`config.mk`:
```
export PLATFORM = sky130hd
export DESIGN_NAME = fifo_reader
export DESIGN_NICKNAME = d
export VERILOG_FILES = /design/src/rtl/fifo_reader.sv
export SDC_FILE = /design/constraint.sdc
export NUM_CORES = 1
export LEC_CHECK = 0
export CORE_MARGIN = 4
export CORE_UTILIZATION = 61
export CTS_CLUSTER_SIZE = 8
export DETAILED_ROUTE_END_ITERATION = 10
export DONT_BUFFER_PORTS = 1
export PLACE_DENSITY = 0.77
export SETUP_SLACK_MARGIN = 0.1
export SKIP_LAST_GASP = 1
export SLEW_MARGIN = 20
export SYNTH_ARGS = -nofsm -noshare
export SYNTH_HDL_FRONTEND = slang
export SYNTH_SLANG_ARGS = --single-unit
```
`constraint.sdc`:
```
create_clock -name clk -period 2.9 [get_ports clk]
set_clock_uncertainty 0.2 [all_clocks]
set_input_delay 0.29 -clock clk [delete_from_list [all_inputs] [get_ports clk]]
set_output_delay 0.29 -clock clk [all_outputs]
set_load 0.01 [all_outputs]
```
`src/rtl/fifo_reader.sv`:
```
`timescale 1ns/1ps
// Purpose : Pulls a burst of burst_len words out of a first-word-fall-through FIFO and presents them on a registered valid/ready stream.
// Latency : start sampled at edge t0 -> fifo_rd in cycle t0+1 -> m_valid in cycle t0+2; one word per cycle sustained.
// Backpress: m_ready=0 with m_valid=1 holds m_data/m_valid and stops FIFO reads; an empty FIFO stalls the burst without losing words.
//
// Ports
//   clk, reset       : clock (rising edge) and asynchronous active-high reset
//   start, burst_len : burst request and length, both sampled only in IDLE
//   fifo_empty       : FIFO empty flag
//   fifo_rdata       : FIFO head word, valid whenever fifo_empty=0
//   fifo_rd          : FIFO pop strobe (combinational), head popped on the next rising edge
//   m_data, m_valid  : registered downstream word and valid
//   m_ready          : downstream ready
//   busy             : high in every state except IDLE
//   done             : one-cycle pulse when the burst has fully drained downstream
//   stall_count      : downstream stall cycle counter, saturating at 16'hFFFF
//
// Build option: define FIFO_READER_STALL_CNT_EN to build the stall counter; without it
// stall_count is tied to zero and no counter exists.

module fifo_reader #(
    parameter int N = 8,    // data word width
    parameter int L = 8     // burst length / counter width
) (
    input  logic         clk,
    input  logic         reset,
    input  logic         start,
    input  logic [L-1:0] burst_len,
    input  logic         fifo_empty,
    input  logic [N-1:0] fifo_rdata,
    output logic         fifo_rd,
    output logic [N-1:0] m_data,
    output logic         m_valid,
    input  logic         m_ready,
    output logic         busy,
    output logic         done,
    output logic [15:0]  stall_count
);

    typedef enum logic [1:0] {
        IDLE  = 2'd0,
        RUN   = 2'd1,
        DRAIN = 2'd2,
        DONE  = 2'd3
    } state_t;

    state_t         state;
    state_t         state_nxt;
    logic [L-1:0]   remaining;
    logic [L-1:0]   remaining_nxt;

    logic           slot_free;
    logic           rd_en;
    logic           last_rd;
    logic           burst_start;

    // ------------------------------------------------------------------
    // Read qualification
    // ------------------------------------------------------------------
    // The output register can take a new word when it is empty or when its
    // current word is leaving this cycle. Reset gates the pop strobe
    // directly so the FIFO never sees a read while reset is held, even
    // before the state register has been observed as IDLE.
    always_comb begin
        slot_free   = (~m_valid) | m_ready;
        rd_en       = (state == RUN) & (~fifo_empty) & slot_free & (~reset);
        last_rd     = rd_en & (remaining == L'(1));
        burst_start = (state == IDLE) & start;
    end

    assign fifo_rd = rd_en;

    // ------------------------------------------------------------------
    // FSM: state and remaining-word counter
    // ------------------------------------------------------------------
    always_ff @(posedge clk or posedge reset) begin
        if (reset) begin
            state     <= IDLE;
            remaining <= '0;
        end else begin
            state     <= state_nxt;
            remaining <= remaining_nxt;
        end
    end

    always_comb begin
        state_nxt     = state;
        remaining_nxt = remaining;

        case (state)
            IDLE: begin
                // A zero-length request completes immediately without
                // touching the FIFO.
                if (start) begin
                    if (burst_len != '0) begin
                        remaining_nxt = burst_len;
                        state_nxt     = RUN;
                    end else begin
                        state_nxt     = DONE;
                    end
                end
            end

            RUN: begin
                if (rd_en) begin
                    remaining_nxt = remaining - L'(1);
                end
                // Popping the final word ends the read phase; the word is
                // still in the output register and must be accepted before
                // the burst is reported complete.
                if (last_rd) begin
                    state_nxt = DRAIN;
                end
            end

            DRAIN: begin
                if (m_valid & m_ready) begin
                    state_nxt = DONE;
                end
            end

            DONE: begin
                state_nxt = IDLE;
            end

            default: begin
                state_nxt = IDLE;
            end
        endcase
    end

    assign busy = (state != IDLE);
    assign done = (state == DONE);

    // ------------------------------------------------------------------
    // Output register
    // ------------------------------------------------------------------
    // A pop always refills the register. Without a pop, an accepted word
    // empties it; an unaccepted word holds both data and valid.
    always_ff @(posedge clk or posedge reset) begin
        if (reset) begin
            m_data  <= '0;
            m_valid <= 1'b0;
        end else if (rd_en) begin
            m_data  <= fifo_rdata;
            m_valid <= 1'b1;
        end else if (m_ready) begin
            m_valid <= 1'b0;
        end
    end

    // ------------------------------------------------------------------
    // Downstream stall counter
    // ------------------------------------------------------------------
`ifdef FIFO_READER_STALL_CNT_EN
    logic [15:0] stall_cnt_q;

    // Cleared whenever a new request is accepted so each burst reports its
    // own stall cycles; the value persists in IDLE for inspection.
    always_ff @(posedge clk or posedge reset) begin
        if (reset) begin
            stall_cnt_q <= '0;
        end else if (burst_start) begin
            stall_cnt_q <= '0;
        end else if (m_valid & ~m_ready & (stall_cnt_q != 16'hFFFF)) begin
            stall_cnt_q <= stall_cnt_q + 16'd1;
        end
    end

    assign stall_count = stall_cnt_q;
`else
    assign stall_count = 16'h0000;
`endif

endmodule

```
# --- Yosys cells after proc, flatten, opt, wreduce, memory -nomap -nowiden ---
# Cells that the tools add are included.
totals:
  ff_bits: 19
  out_inout_bits: 28
  mem_bits_ro: 0
  word_cells: 41
  ramBits: 0
  latchBits: 0
  memories: 0
classes:
  n_mul: 0
  eq_ne: 9
  div_mod_pow: 0
  n_addsub: 1
  mux: 11
  n_lt_le_gt_ge: 0
  reduce_logical: 7
  bitwise: 9
  shifts: 0
op_table:
  columns: ["op", "n"]
  rows:
  - ["8-bit two-way mux", 3]
  - ["8-bit one-hot mux with 2 select lines", 1]
  - ["8-bit by 1-bit == test with 1-bit output (second input constant)", 1]
  - ["2-bit two-way mux", 4]
  - ["2-bit inequality test (second input constant)", 4]
  - ["2-bit one-hot mux with 4 select lines", 1]
  - ["8-bit nonzero test", 1]
  - ["8-bit by 1-bit subtractor with 8-bit output (second input constant)", 1]
  - ["2-bit nonzero test", 3]
  - ["1-bit AND", 5]
  - ["2-bit == test (second input constant)", 2]
  - ["4-bit AND reduction", 1]
  - ["1-bit inverter", 3]
  - ["3-bit AND reduction", 1]
  - ["2-bit by 1-bit == test with 1-bit output (second input constant)", 1]
  - ["2-bit logical NOT", 1]
  - ["1-bit two-way mux", 2]
  - ["2-bit by 1-bit inequality test with 1-bit output (second input constant)", 1]
  - ["1-bit OR", 1]

# --- Longest topological paths before layout ---
# Gate-level depths: netlist of run 1.
depth:
  ltp_word: 7
  ltp_mapped: 9
  depth_no_buf: 7

# --- Least setup slack after synthesis of run 1 ---
# OpenSTA, ideal clock, no wires.
synth_path:
  path_kind: "reg2reg"
  start: "register state[1]"
  end: "register remaining[3]"
  required_ns: 2.576
  arrival_ns: 1.833
  synth_period_minus_slack_ns: 2.157
  path_slack_ns: 0.743
  path_stages_with_launch: 9
  n_path_buf: 2
  cell_sequence: "dfrtp_1 inv_1 ha_1 nor3b_2 nor2_1 or3_1 buf_2 buf_6 a211o_1"
synth_between:
  elab_chain_cells: 6
  elab_cells_between_ends: 11
  classes_between: "eq/ne: 4; mux: 1; bitwise: 3; reduce/logical: 3"
synth_rtl:
  columns: ["item", "line", "source"]
  rows:
  - ["from (decl)", "47", "state_t state;"]
  - ["from (signal assigned)", "81", "state <= state_nxt;"]
  - ["2-bit by 1-bit == test with 1-bit output", "66, 90", null]
  - ["1-bit AND (3 in a row)", "66", "rd_en = (state == RUN) & (~fifo_empty) & slot_free & (~reset);"]
  - ["2-bit inequality test (no line)", null, null]
  - ["4-bit AND reduction (no line)", null, null]
  - ["to (signal assigned)", "82", "remaining <= remaining_nxt;"]
  - ["to (decl)", "49", "logic [L-1:0] remaining;"]
# Parallel ways exist; a longest one is shown, timed or not.
# A chain may end at the register's enable or synchronous reset.

# --- Worst setup path after layout of run 1 ---
layout_path:
  start: "register state[1]"
  end: "register remaining[7]"
# Same word-level chain as after synthesis.

==> results of run 1 <==
-- sequential cells by signal, indices dropped and copies added (netlist names) --
signal and flops:
m_data 8, remaining 8, state 2, m_valid 1
-- cell usage after synthesis --
cell | number | area [µm²]
inv_1 | 9 | 33.8
o31ai_1 | 1 | 7.51
buf_2 | 1 | 5.00
ha_1 | 7 | 87.6
nor3_1 | 2 | 10.0
mux2i_1 | 2 | 20.0
nor3b_2 | 1 | 12.5
o32ai_1 | 1 | 8.76
a2bb2oi_1 | 1 | 8.76
clkbuf_1 | 2 | 7.51
a211o_1 | 3 | 26.3
clkinv_1 | 1 | 3.75
o21ai_0 | 3 | 15.0
o2bb2ai_1 | 1 | 8.76
nand2b_1 | 4 | 25.0
dfrtp_1 | 19 | 475
buf_6 | 1 | 11.3
o32a_1 | 1 | 10.0
buf_4 | 16 | 120
o22ai_1 | 2 | 12.5
nor4b_1 | 1 | 8.76
nor4_1 | 3 | 18.8
a31oi_1 | 2 | 12.5
nand2_1 | 32 | 120
nor2b_1 | 3 | 18.8
nand3_1 | 3 | 15.0
conb_1 | 1 | 3.75
and3_1 | 2 | 12.5
or3_1 | 2 | 12.5
nand4_1 | 1 | 6.26
nor2_1 | 7 | 26.3
a21oi_1 | 6 | 30.0
nor4b_2 | 2 | 30.0
o22a_1 | 2 | 17.5
-- layout make-up --
| class | instances | share of cell area |
|---|---|---|
| Timing Repair Buffer | 11 | 0.0814 |
| Tap cell | 27 | 0.0255 |
| Multi-Input combinational cell | 111 | 0.485 |
| Clock buffer | 4 | 0.0199 |
| Sequential cell | 19 | 0.360 |
| Inverter | 10 | 0.0284 |
-- worst max-delay path, delay by kind of cell (launching register included) --
family / cells / cell delay [ns]
adder cells (fa/ha/maj): 1 / 0.23
AO/OA/AOI/OAI: 1 / 0.15
buffers and inverters: 1 / 0.12
flip-flops: 1 / 0.41
AND/OR/NAND/NOR: 4 / 1.32
-- cell families (layout without fill, tap and decap cells) --
group | after synthesis | after routing
adders and majority gates | 7 | 7
muxes | 2 | 2
and+or+nand+nor | 63 | 63
DFF | 19 | 19
other | 1 | 16
AOI/OAI and AO/OA | 23 | 23
buffers and inverters | 30 | 25
-- final timing paths --
kind	to
max in group asynchronous	remaining[4]
min	remaining[1]
min reg2reg	remaining[6]
max	remaining[7]
max reg2reg	remaining[7]
min in group asynchronous	m_data[0]
-- routing by layer --
metal  share of wire  up-vias  wire length (µm)  GRT usage
met5               0        -                 0          0
met2            0.54       36              1430      0.380
met3           0.079        5               206     0.0676
met4           0.011        0                29     0.0511
met1            0.37      464               956      0.234
li1                -      480                 -          -
-- stage by stage --
stage	total power (W)	setup WS, ns	util
floorplan	0.00104	0.743	-
global placement	0.00109	0.641	0.616
detailed placement	0.00115	0.435	0.616
CTS	0.00129	0.422	0.681
global route	0.00140	0.269	0.681
finish	0.00129	0.415	0.681
-- power by group through the flow --
stage | Combinational, W | Clock (W) | Sequential [W]
2_1_floorplan | 0.000529 | 0 | 0.000515
3_3_place_gp | 0.000554 | 0 | 0.000540
3_5_place_dp | 0.000597 | 0 | 0.000548
4_1_cts | 0.000608 | 0.000138 | 0.000543
5_1_grt | 0.000686 | 0.000151 | 0.000560
6_report | 0.000610 | 0.000136 | 0.000544
-- layout by cell type (no fill, tap or decap), drive strengths merged --
master       instances
nand2               32
dfrtp               19
conb                16
dlygate4sd3         10
inv                  9
nor2                 7
ha                   7
a21oi                6
nand2b               4
clkbuf               4
nor4                 3
nor2b                3
nand3                3
o21ai                3
a211o                3
nor4b                3
and3                 2
o22ai                2
or3                  2
a31oi                2
o22a                 2
nor3                 2
mux2i                2
nor3b                1
nand4                1
o2bb2ai              1
o32a                 1
clkinv               1
o31ai                1
o32ai                1
a2bb2oi              1
buf                  1
==> results.py, run 1 <==
metrics = {
    "yosys": {
        "synthMuxAreaShare": 0.0161,
        "syn_area_um2": 1240,
        "yosys.area_share.simple": 0.255,
        "synth_compound_area_frac": 0.127,
        "postSynthAreaPerCell_um2": 8.57,
        "ys_types": 34,
        "ys_warn_count": 0,
        "synth_xor_area_frac": 0,
        "synth_cells": 145,
        "synthAdderAreaFrac": 0.0705,
        "ys_seq_area_frac": 0.383,
        "ys_ff_latch": 19,
        "synth_top_family_by_area": "simple AND/OR/NAND/NOR gates",
    },
    "worst_setup_path": {
        "worstPathMaxFanout": 19,
        "path_cells": "inv_1 -> ha_1 -> nor3b_2 -> nor2_1 -> or3_1 -> nor4b_2 -> a211o_1",
        "worstPathRequired_ns": 2.94,
        "worstReg2RegStart": "state[1]",
        "regToRegSetupSlack_ns": 0.41,
        "critical_path.startpoint_type": "flip-flop",
        "worst_setup_path_end_kind": "flip-flop",
        "max_stage_delay_ns": 0.61,
        "crit_type": "flip-flop to flip-flop",
        "crit_start": "state[1]",
        "cp_slowest_cell": "or3_1",
        "arrival_ns": 2.53,
        "rr_worst_depth": 7,
    },
    "die": {
        "die_area_um2": 2820,
        "coreArea_um2": 1940,
        "die_height_um": 53.1,
        "row_count": 16,
        "io_pins": 49,
        "die_w_um": 53.1,
        "start_util": 0.640,
    },
    "pwr": {
        "sequentialPowerShare": 0.422,
        "sw_frac_of_total": 0.450,
        "leakagePower_nw": 0.641,
        "comb_power_share": 0.473,
        "clkPwrFrac": 0.105,
        "p_int_w": 0.000709,
        "power_density_nw_per_um2": 975,
        "p_sw_w": 0.000581,
        "peakVddDrop_mv": 0.684,
    },
    "sta": {
        "maxSlewHeadroom": 0.526,
        "hold_ws_ns": 0.0268,
        "finalCriticalPeriod_ns": 2.49,
        "slew_violations": 0,
        "max_freq_mhz": 402,
        "min_period_over_period": 0.857,
        "finalHoldViolations": 0,
        "setup_viol": 0,
        "finalSetupTns_ns": 0,
        "grt_setup_unrepaired": "no",
        "worst_pin_slew_ns": 0.710,
    },
    "placed_design": {
        "place_congestion": 0.796,
        "place_inst": 168,
        "dp_hpwl_um": 1940,
        "io_buffers": 0,
        "dpl_cell_area_um2": 1200,
    },
    "status": {
        "status": "finished clean",
    },
    "clocking": {
        "cts_setup_buffers": 0,
        "cts_max_level": 1,
        "cts_buffer_depth": 2,
        "cts_sinks": 19,
        "clkSlewWorstSetupHoldPaths_ns": 0.11,
        "cts-resized-gates": 0,
        "cts_root_buffer": "clkbuf_4",
        "cts_hold_buf": 10,
        "cts_tree": "done",
        "cts_buffers": 3,
        "insertion_delay_ns": 0.30,
    },
    "grt": {
        "gr-total-overflow": 0,
        "antenna_found_initial": 0,
        "grt_pass1_wl_um": 4290,
        "grt_max_degree": 21,
        "grt_pass1_vias": 994,
        "track_usage": 0.209,
    },
    "routing": {
        "drc": 0,
        "wl_um": 2620,
        "viasPerCell": 5.41,
        "avgRoutedWirePerCell_um": 14.4,
        "antenna_left": 0,
        "drt_iter0_markers": 9,
        "drt_first_pass_iters": 4,
        "vias": 985,
    },
    "flow_run": {
        "maxCapViolations": 0,
    },
    "worst_hold_path": {
        "min-delay-start": "burst_len[1]",
        "min_path_type": "input pin to flip-flop",
        "hold_depth": 4,
    },
    "finish": {
        "fin_cells": 182,
        "antenna_cells": 0,
        "multi_input_area_um2": 642,
        "regArea_um2": 475,
        "drive_above_1_share": 0.0452,
        "syn_to_final_growth_pct": 6.45,
        "n_fill_cell": 151,
        "fin_nets": 184,
        "fin_area_um2": 1320,
    },
}
Power figures use the tool's default switching activity.
==> inputs of run 2 (changes only) <==
--- a/config.mk
+++ b/config.mk
@@ -11,6 +11,7 @@
 export DETAILED_ROUTE_END_ITERATION = 10
 export DONT_BUFFER_PORTS = 1
 export PLACE_DENSITY = 0.77
+export REMOVE_ABC_BUFFERS = 1
 export SETUP_SLACK_MARGIN = 0.1
 export SKIP_LAST_GASP = 1
 export SLEW_MARGIN = 20
==> constraint.sdc (replaced) <==
create_clock -name clk -period 2.9 [get_ports clk]
set_clock_uncertainty 0.2 [all_clocks]
set_input_delay 0.29 -clock clk [delete_from_list [all_inputs] [get_ports clk]]
set_output_delay 0.29 -clock clk [all_outputs]
set_load 0.02 [all_outputs]
==> results.py, run 2 (synthesis results as in run 1) <==
metrics = {
    "status": {
        "status": "finished clean",
    },
    "worst_setup_path": {
        "reg2reg_to": "remaining[7]",
        "path_cells": "inv_1 -> ha_1 -> buf_4 -> nor2b_1 -> o22ai_1 -> or3_1 -> nor4b_2 -> a211o_1",
        "worstReg2RegStart": "state[1]",
        "max_stage_delay_ns": 0.58,
        "cp_slowest_cell": "or3_1",
        "arrival_ns": 2.54,
        "critical_path.startpoint_type": "flip-flop",
        "worstPathMaxFanout": 22,
        "regToRegSetupSlack_ns": 0.40,
        "crit_start": "state[1]",
        "worst_setup_path_end_kind": "flip-flop",
        "crit_type": "flip-flop to flip-flop",
        "worstPathRequired_ns": 2.94,
        "endpoint": "remaining[7]",
        "rr_worst_depth": 8,
    },
    "pwr": {
        "peakVddDrop_mv": 0.610,
        "leakagePower_nw": 0.644,
        "power_density_nw_per_um2": 1010,
        "report.power.total_w": 0.00134,
    },
    "sta": {
        "finalHoldViolations": 0,
        "maxSlewHeadroom": 0.524,
        "finalSetupTns_ns": 0,
        "slew_violations": 0,
        "grt_setup_unrepaired": "no",
        "worst_pin_slew_ns": 0.713,
        "max_freq_mhz": 400,
        "min_period_over_period": 0.862,
        "finalCriticalPeriod_ns": 2.50,
        "setup_viol": 0,
    },
    "clocking": {
        "cts_setup_buffers": 0,
        "cts_buffers": 3,
        "cts_tree": "done",
        "cts_buffer_depth": 2,
        "cts_max_level": 1,
        "clkSlewWorstSetupHoldPaths_ns": 0.11,
        "cts_root_buffer": "clkbuf_4",
        "cts_sinks": 19,
        "cts_hold_buf": 10,
        "cts-resized-gates": 0,
        "insertion_delay_ns": 0.30,
    },
    "placed_design": {
        "io_buffers": 0,
        "place_congestion": 0.778,
        "dp_hpwl_um": 1850,
    },
    "routing": {
        "drc": 0,
        "drt_first_pass_iters": 4,
        "viasPerCell": 5.44,
        "drt_iter0_markers": 21,
        "antenna_left": 0,
        "wl_um": 2620,
        "vias": 996,
        "avgRoutedWirePerCell_um": 14.3,
    },
    "die": {
        "start_util": 0.640,
        "die_area_um2": 2820,
        "coreArea_um2": 1940,
        "die_height_um": 53.1,
        "die_w_um": 53.1,
        "row_count": 16,
        "io_pins": 49,
    },
    "grt": {
        "grt_pass1_vias": 969,
        "track_usage": 0.205,
        "grt_max_degree": 23,
        "grt_pass1_wl_um": 4110,
        "gr-total-overflow": 0,
        "antenna_found_initial": 0,
    },
    "finish": {
        "syn_to_final_growth_pct": 6.75,
        "largestRegisters": "m_data (8), remaining (8), state (2)",
        "final_cell_mix": "32 x nand2_1, 19 x dfrtp_1, 16 x conb_1",
        "drive_above_1_share": 0.0516,
        "layout_commonest_cell": "nand2_1",
        "fin_nets": 184,
    },
    "flow_run": {
        "maxCapViolations": 0,
    },
    "worst_hold_path": {
        "min_path_type": "input pin to flip-flop",
    },
}
[run 2: cell count changes in the layout (fill, tap and decap cells not counted), sizes merged]
cell / change
clkinv: +1
diode: +1
clkbuf: -1
[run 2: per-layer routing]
| layer | global-route usage | part of all wire | vias to the layer above |
|---|---|---|---|
| li1 | - | - | 482 |
| met1 | 0.234 | 0.39 | 469 |
| met2 | 0.347 | 0.52 | 37 |
| met3 | 0.0451 | 0.066 | 8 |
| met4 | 0.119 | 0.025 | 0 |
| met5 | 0 | 0 | - |
[run 2: where the power goes]
group	switching (W)	total, W	internal, W
logic	0.000368	0.000629	0.000261
registers	0.000187	0.000580	0.000393
clock network	0.0000833	0.000135	0.0000514
total	0.000639	0.00134	0.000706
[run 2: worst min path at each step]
| stage | depth (start not counted) | end | slack, ns | startpoint |
|---|---|---|---|---|
| floorplan | 1 | m_data[0] | 0.04 | reset |
| global placement | 1 | m_valid | 0.14 | reset |
| detailed placement | 1 | remaining[3] | 0.14 | reset |
| CTS | 2 | remaining[5] | 0.04 | burst_len[5] |
| global route | 2 | m_valid | 0.04 | m_ready |
| finish | 4 | remaining[1] | 0.05 | burst_len[1] |
[run 2: area by class of cell]
cell class | count | area [µm²]
inverters | 10 | 37.5
clock buffers | 3 | 22.5
clock inverters | 1 | 5.00
fillers | 164 | 616
flip-flops and latches | 19 | 475
well taps | 27 | 33.8
multi-input cells | 111 | 642
repair buffers | 11 | 108
diodes | 1 | 2.50
[run 2: per-stage QoR]
stage | utilization | area (µm²) | worst slack [ns] | hold WS [ns] | std cells
2_1_floorplan | - | 1150 | 0.369 | 0.0411 | 140
3_3_place_gp | 0.616 | 1200 | 0.570 | 0.136 | 168
3_5_place_dp | 0.616 | 1200 | 0.445 | 0.143 | 168
4_1_cts | 0.682 | 1320 | 0.411 | 0.0423 | 182
5_1_grt | 0.682 | 1320 | 0.254 | 0.0365 | 182
6_report | 0.683 | 1330 | 0.401 | 0.0462 | 183
[run 2: critical path, delay by kind of cell, from the launching register on]
kind | cells | cell delay, ns
AO/OA/AOI/OAI | 2 | 0.23
adder cells (fa/ha/maj) | 1 | 0.21
buffers and inverters | 2 | 0.31
flip-flops | 1 | 0.39
AND/OR/NAND/NOR | 3 | 1.09
==> inputs of run 3 (changes only) <==
--- a/config.mk
+++ b/config.mk
@@ -5,12 +5,13 @@
 export SDC_FILE = /design/constraint.sdc
 export NUM_CORES = 1
 export LEC_CHECK = 0
+export ABC_AREA = 1
 export CORE_MARGIN = 4
-export CORE_UTILIZATION = 61
+export CORE_UTILIZATION = 62
 export CTS_CLUSTER_SIZE = 8
 export DETAILED_ROUTE_END_ITERATION = 10
 export DONT_BUFFER_PORTS = 1
-export PLACE_DENSITY = 0.77
+export PLACE_DENSITY = 0.78
 export REMOVE_ABC_BUFFERS = 1
 export SETUP_SLACK_MARGIN = 0.1
 export SKIP_LAST_GASP = 1
==> results.py, run 3 <==
metrics = {
    "worst_setup_path": {
        "critical_path.startpoint_type": "flip-flop",
        "worstPathMaxFanout": 11,
        "max_stage_delay_ns": 0.45,
        "worst_setup_path_end_kind": "flip-flop",
        "cp_slowest_cell": "ha_1",
        "worstPathRequired_ns": 2.89,
        "reg2reg_to": "remaining[1]",
        "rr_worst_depth": 9,
        "worstReg2RegStart": "state[1]",
        "regToRegSetupSlack_ns": 0.67,
        "crit_type": "flip-flop to flip-flop",
        "arrival_ns": 2.22,
        "path_cells": "inv_1 -> ha_1 -> inv_2 -> nor2_4 -> nand3_4 -> a21oi_4 -> nand2_4 -> nand2_1 -> o21ai_1",
    },
    "grt": {
        "antenna_found_initial": 0,
        "gr-usage-met2": 0.362,
        "grt_pass1_vias": 1035,
        "met1_usage": 0.297,
        "gr-total-overflow": 0,
        "grt_pass1_wl_um": 4820,
        "grt_max_degree": 22,
        "track_usage": 0.223,
        "top_usage_layer": "met2",
        "grt_use_met3": 0.0572,
    },
    "finish": {
        "syn_to_final_growth_pct": 5.84,
        "final_cell_mix": "80 x nand2_1, 19 x dfrtp_1, 16 x conb_1",
        "post-route-util": 0.707,
        "fin_nets": 224,
        "drive_above_1_share": 0.0821,
        "layout_commonest_cell": "nand2_1",
        "antenna_cells": 0,
        "largestRegisters": "m_data (8), remaining (8), state (2)",
        "n_fill_cell": 177,
    },
    "clocking": {
        "cts_buffer_depth": 2,
        "cts_buffers": 3,
        "cts_sinks": 19,
        "insertion_delay_ns": 0.30,
        "cts_root_buffer": "clkbuf_4",
        "cts_tree": "done",
        "cts_max_level": 1,
        "clkSlewWorstSetupHoldPaths_ns": 0.11,
    },
    "worst_hold_path": {
        "min_path_type": "input pin to flip-flop",
        "hold_depth": 4,
        "hold_path_end": "remaining[7]",
        "min-delay-start": "burst_len[7]",
    },
    "die": {
        "die_height_um": 54.7,
        "io_pins": 49,
        "coreArea_um2": 2020,
        "start_util": 0.668,
        "row_count": 16,
        "die_area_um2": 2990,
        "die_w_um": 54.7,
    },
    "placed_design": {
        "io_buffers": 0,
        "place_congestion": 0.841,
        "dp_hpwl_um": 2200,
    },
    "routing": {
        "antenna_left": 0,
        "vias": 1134,
        "avgRoutedWirePerCell_um": 13.3,
        "wl_um": 2950,
        "drt_iter0_markers": 29,
        "drc": 0,
        "viasPerCell": 5.11,
        "drt_first_pass_iters": 4,
    },
    "sta": {
        "finalHoldViolations": 0,
        "finalSetupTns_ns": 0,
        "max_freq_mhz": 448,
        "slew_violations": 0,
        "finalCriticalPeriod_ns": 2.23,
        "grt_setup_unrepaired": "no",
        "min_period_over_period": 0.770,
        "setup_viol": 0,
    },
    "yosys": {
        "synth_top_area_frac": 0.352,
        "ys_seq_area_frac": 0.352,
        "synth_top_area_cell": "dfrtp_1",
        "postSynthAreaPerCell_um2": 7.34,
        "ys_types": 25,
        "synthFlopType": "dfrtp_1",
        "synth_edf_count": 0,
        "ys_ff_latch": 19,
        "async_reset_ff_frac": 1.00,
        "synth.area.top_cells": "dfrtp_1 35%, nand2_1 22%, buf_4 9.5%",
        "synth_most_common_cell": "nand2_1",
        "syn_area_um2": 1350,
        "synth.top_cells.by_count": "80 x nand2_1, 19 x dfrtp_1, 17 x buf_4, 13 x nor2_1, 12 x inv_1",
        "ys_warn_count": 0,
        "synth_cells": 184,
    },
    "pwr": {
        "power_density_nw_per_um2": 1040,
        "peakVddDrop_mv": 0.714,
        "leakagePower_nw": 0.776,
    },
    "flow_run": {
        "maxCapViolations": 0,
    },
    "status": {
        "status": "finished clean",
    },
}
-- run 3: cell count changes after synthesis, sizes merged, moves of 4 or more --
cell,delta
nand2b,-4
inv,+5
nand3,+8
nand2,+51
nor2,+9
a21oi,-4
-- run 3: metrics by stage --
step	area, µm²	hold slack (ns)	instances	worst slack [ns]	total power [W]
3_5_place_dp	1310	0.0219	209	0.698	0.00132
2_1_floorplan	1280	-0.0317	182	0.950	0.00116
4_1_cts	1430	0.00580	222	0.671	0.00147
5_1_grt	1430	0.0117	222	0.493	0.00162
3_3_place_gp	1310	0.0113	209	0.789	0.00130
6_report	1430	0.00779	222	0.666	0.00148
-- run 3: power breakdown --
part	internal, W	total, W	switching, W
combinational	0.000263	0.000763	0.000501
sequential	0.000390	0.000583	0.000194
clock	0.0000536	0.000137	0.0000836
-- run 3: final cells by class --
| type | count | area, µm² | share of cell area |
|---|---|---|---|
| repair buffers | 9 | 90.1 | 0.0630 |
| inverters | 15 | 61.3 | 0.0429 |
| well taps | 27 | 33.8 | 0.0236 |
| clock buffers | 4 | 26.3 | 0.0184 |
| multi-input cells | 148 | 742 | 0.519 |
| flip-flops and latches | 19 | 475 | 0.333 |
-- run 3: worst max path at each step --
stage                     startpoint           end  depth (start not counted)
after floorplan             state[1]  remaining[2]                          9
after global placement      state[1]  remaining[2]                          9
after detailed placement    state[1]  remaining[1]                          9
after CTS                   state[1]  remaining[1]                          9
after global routing        state[1]  remaining[7]                         10
final                       state[1]  remaining[1]                          9
-- run 3: critical path, delay by kind of cell (launching register included) --
kind / cells / cell delay (ns)
compound gates: 2 / 0.26
simple gates: 4 / 0.46
buf+inv: 2 / 0.31
flops: 1 / 0.44
fa+ha+maj: 1 / 0.45
-- run 3: timing repair --
| action | in CTS | in global routing |
|---|---|---|
| gates resized for setup | 0 | 0 |
| hold endpoints to repair | 27 | 0 |
| setup buffers | 0 | 0 |
| hold buffers | 9 | 0 |
| endpoints found under the setup margin | 0 | 0 |
-- run 3: cells by family (layout without fill, tap and decap cells) --
group / after synthesis / in the layout / share of synthesized area
AO/OA/AOI/OAI: 7 / 7 / 0.0343
XOR/XNOR: 1 / 1 / 0.00649
adder cells (fa/ha/maj): 7 / 7 / 0.0649
buffers and inverters: 32 / 28 / 0.140
flip-flops: 19 / 19 / 0.352
multiplexers: 1 / 1 / 0.00741
other: 1 / 16 / 0.00278
AND/OR/NAND/NOR: 116 / 116 / 0.392
-- run 3: routing by layer --
layer | share of wire | vias to the layer above | routed length (µm)
met4 | 0.0075 | 0 | 22
li1 | - | 561 | -
met3 | 0.11 | 3 | 319
met2 | 0.46 | 54 | 1360
met5 | 0 | - | 0
met1 | 0.42 | 516 | 1250
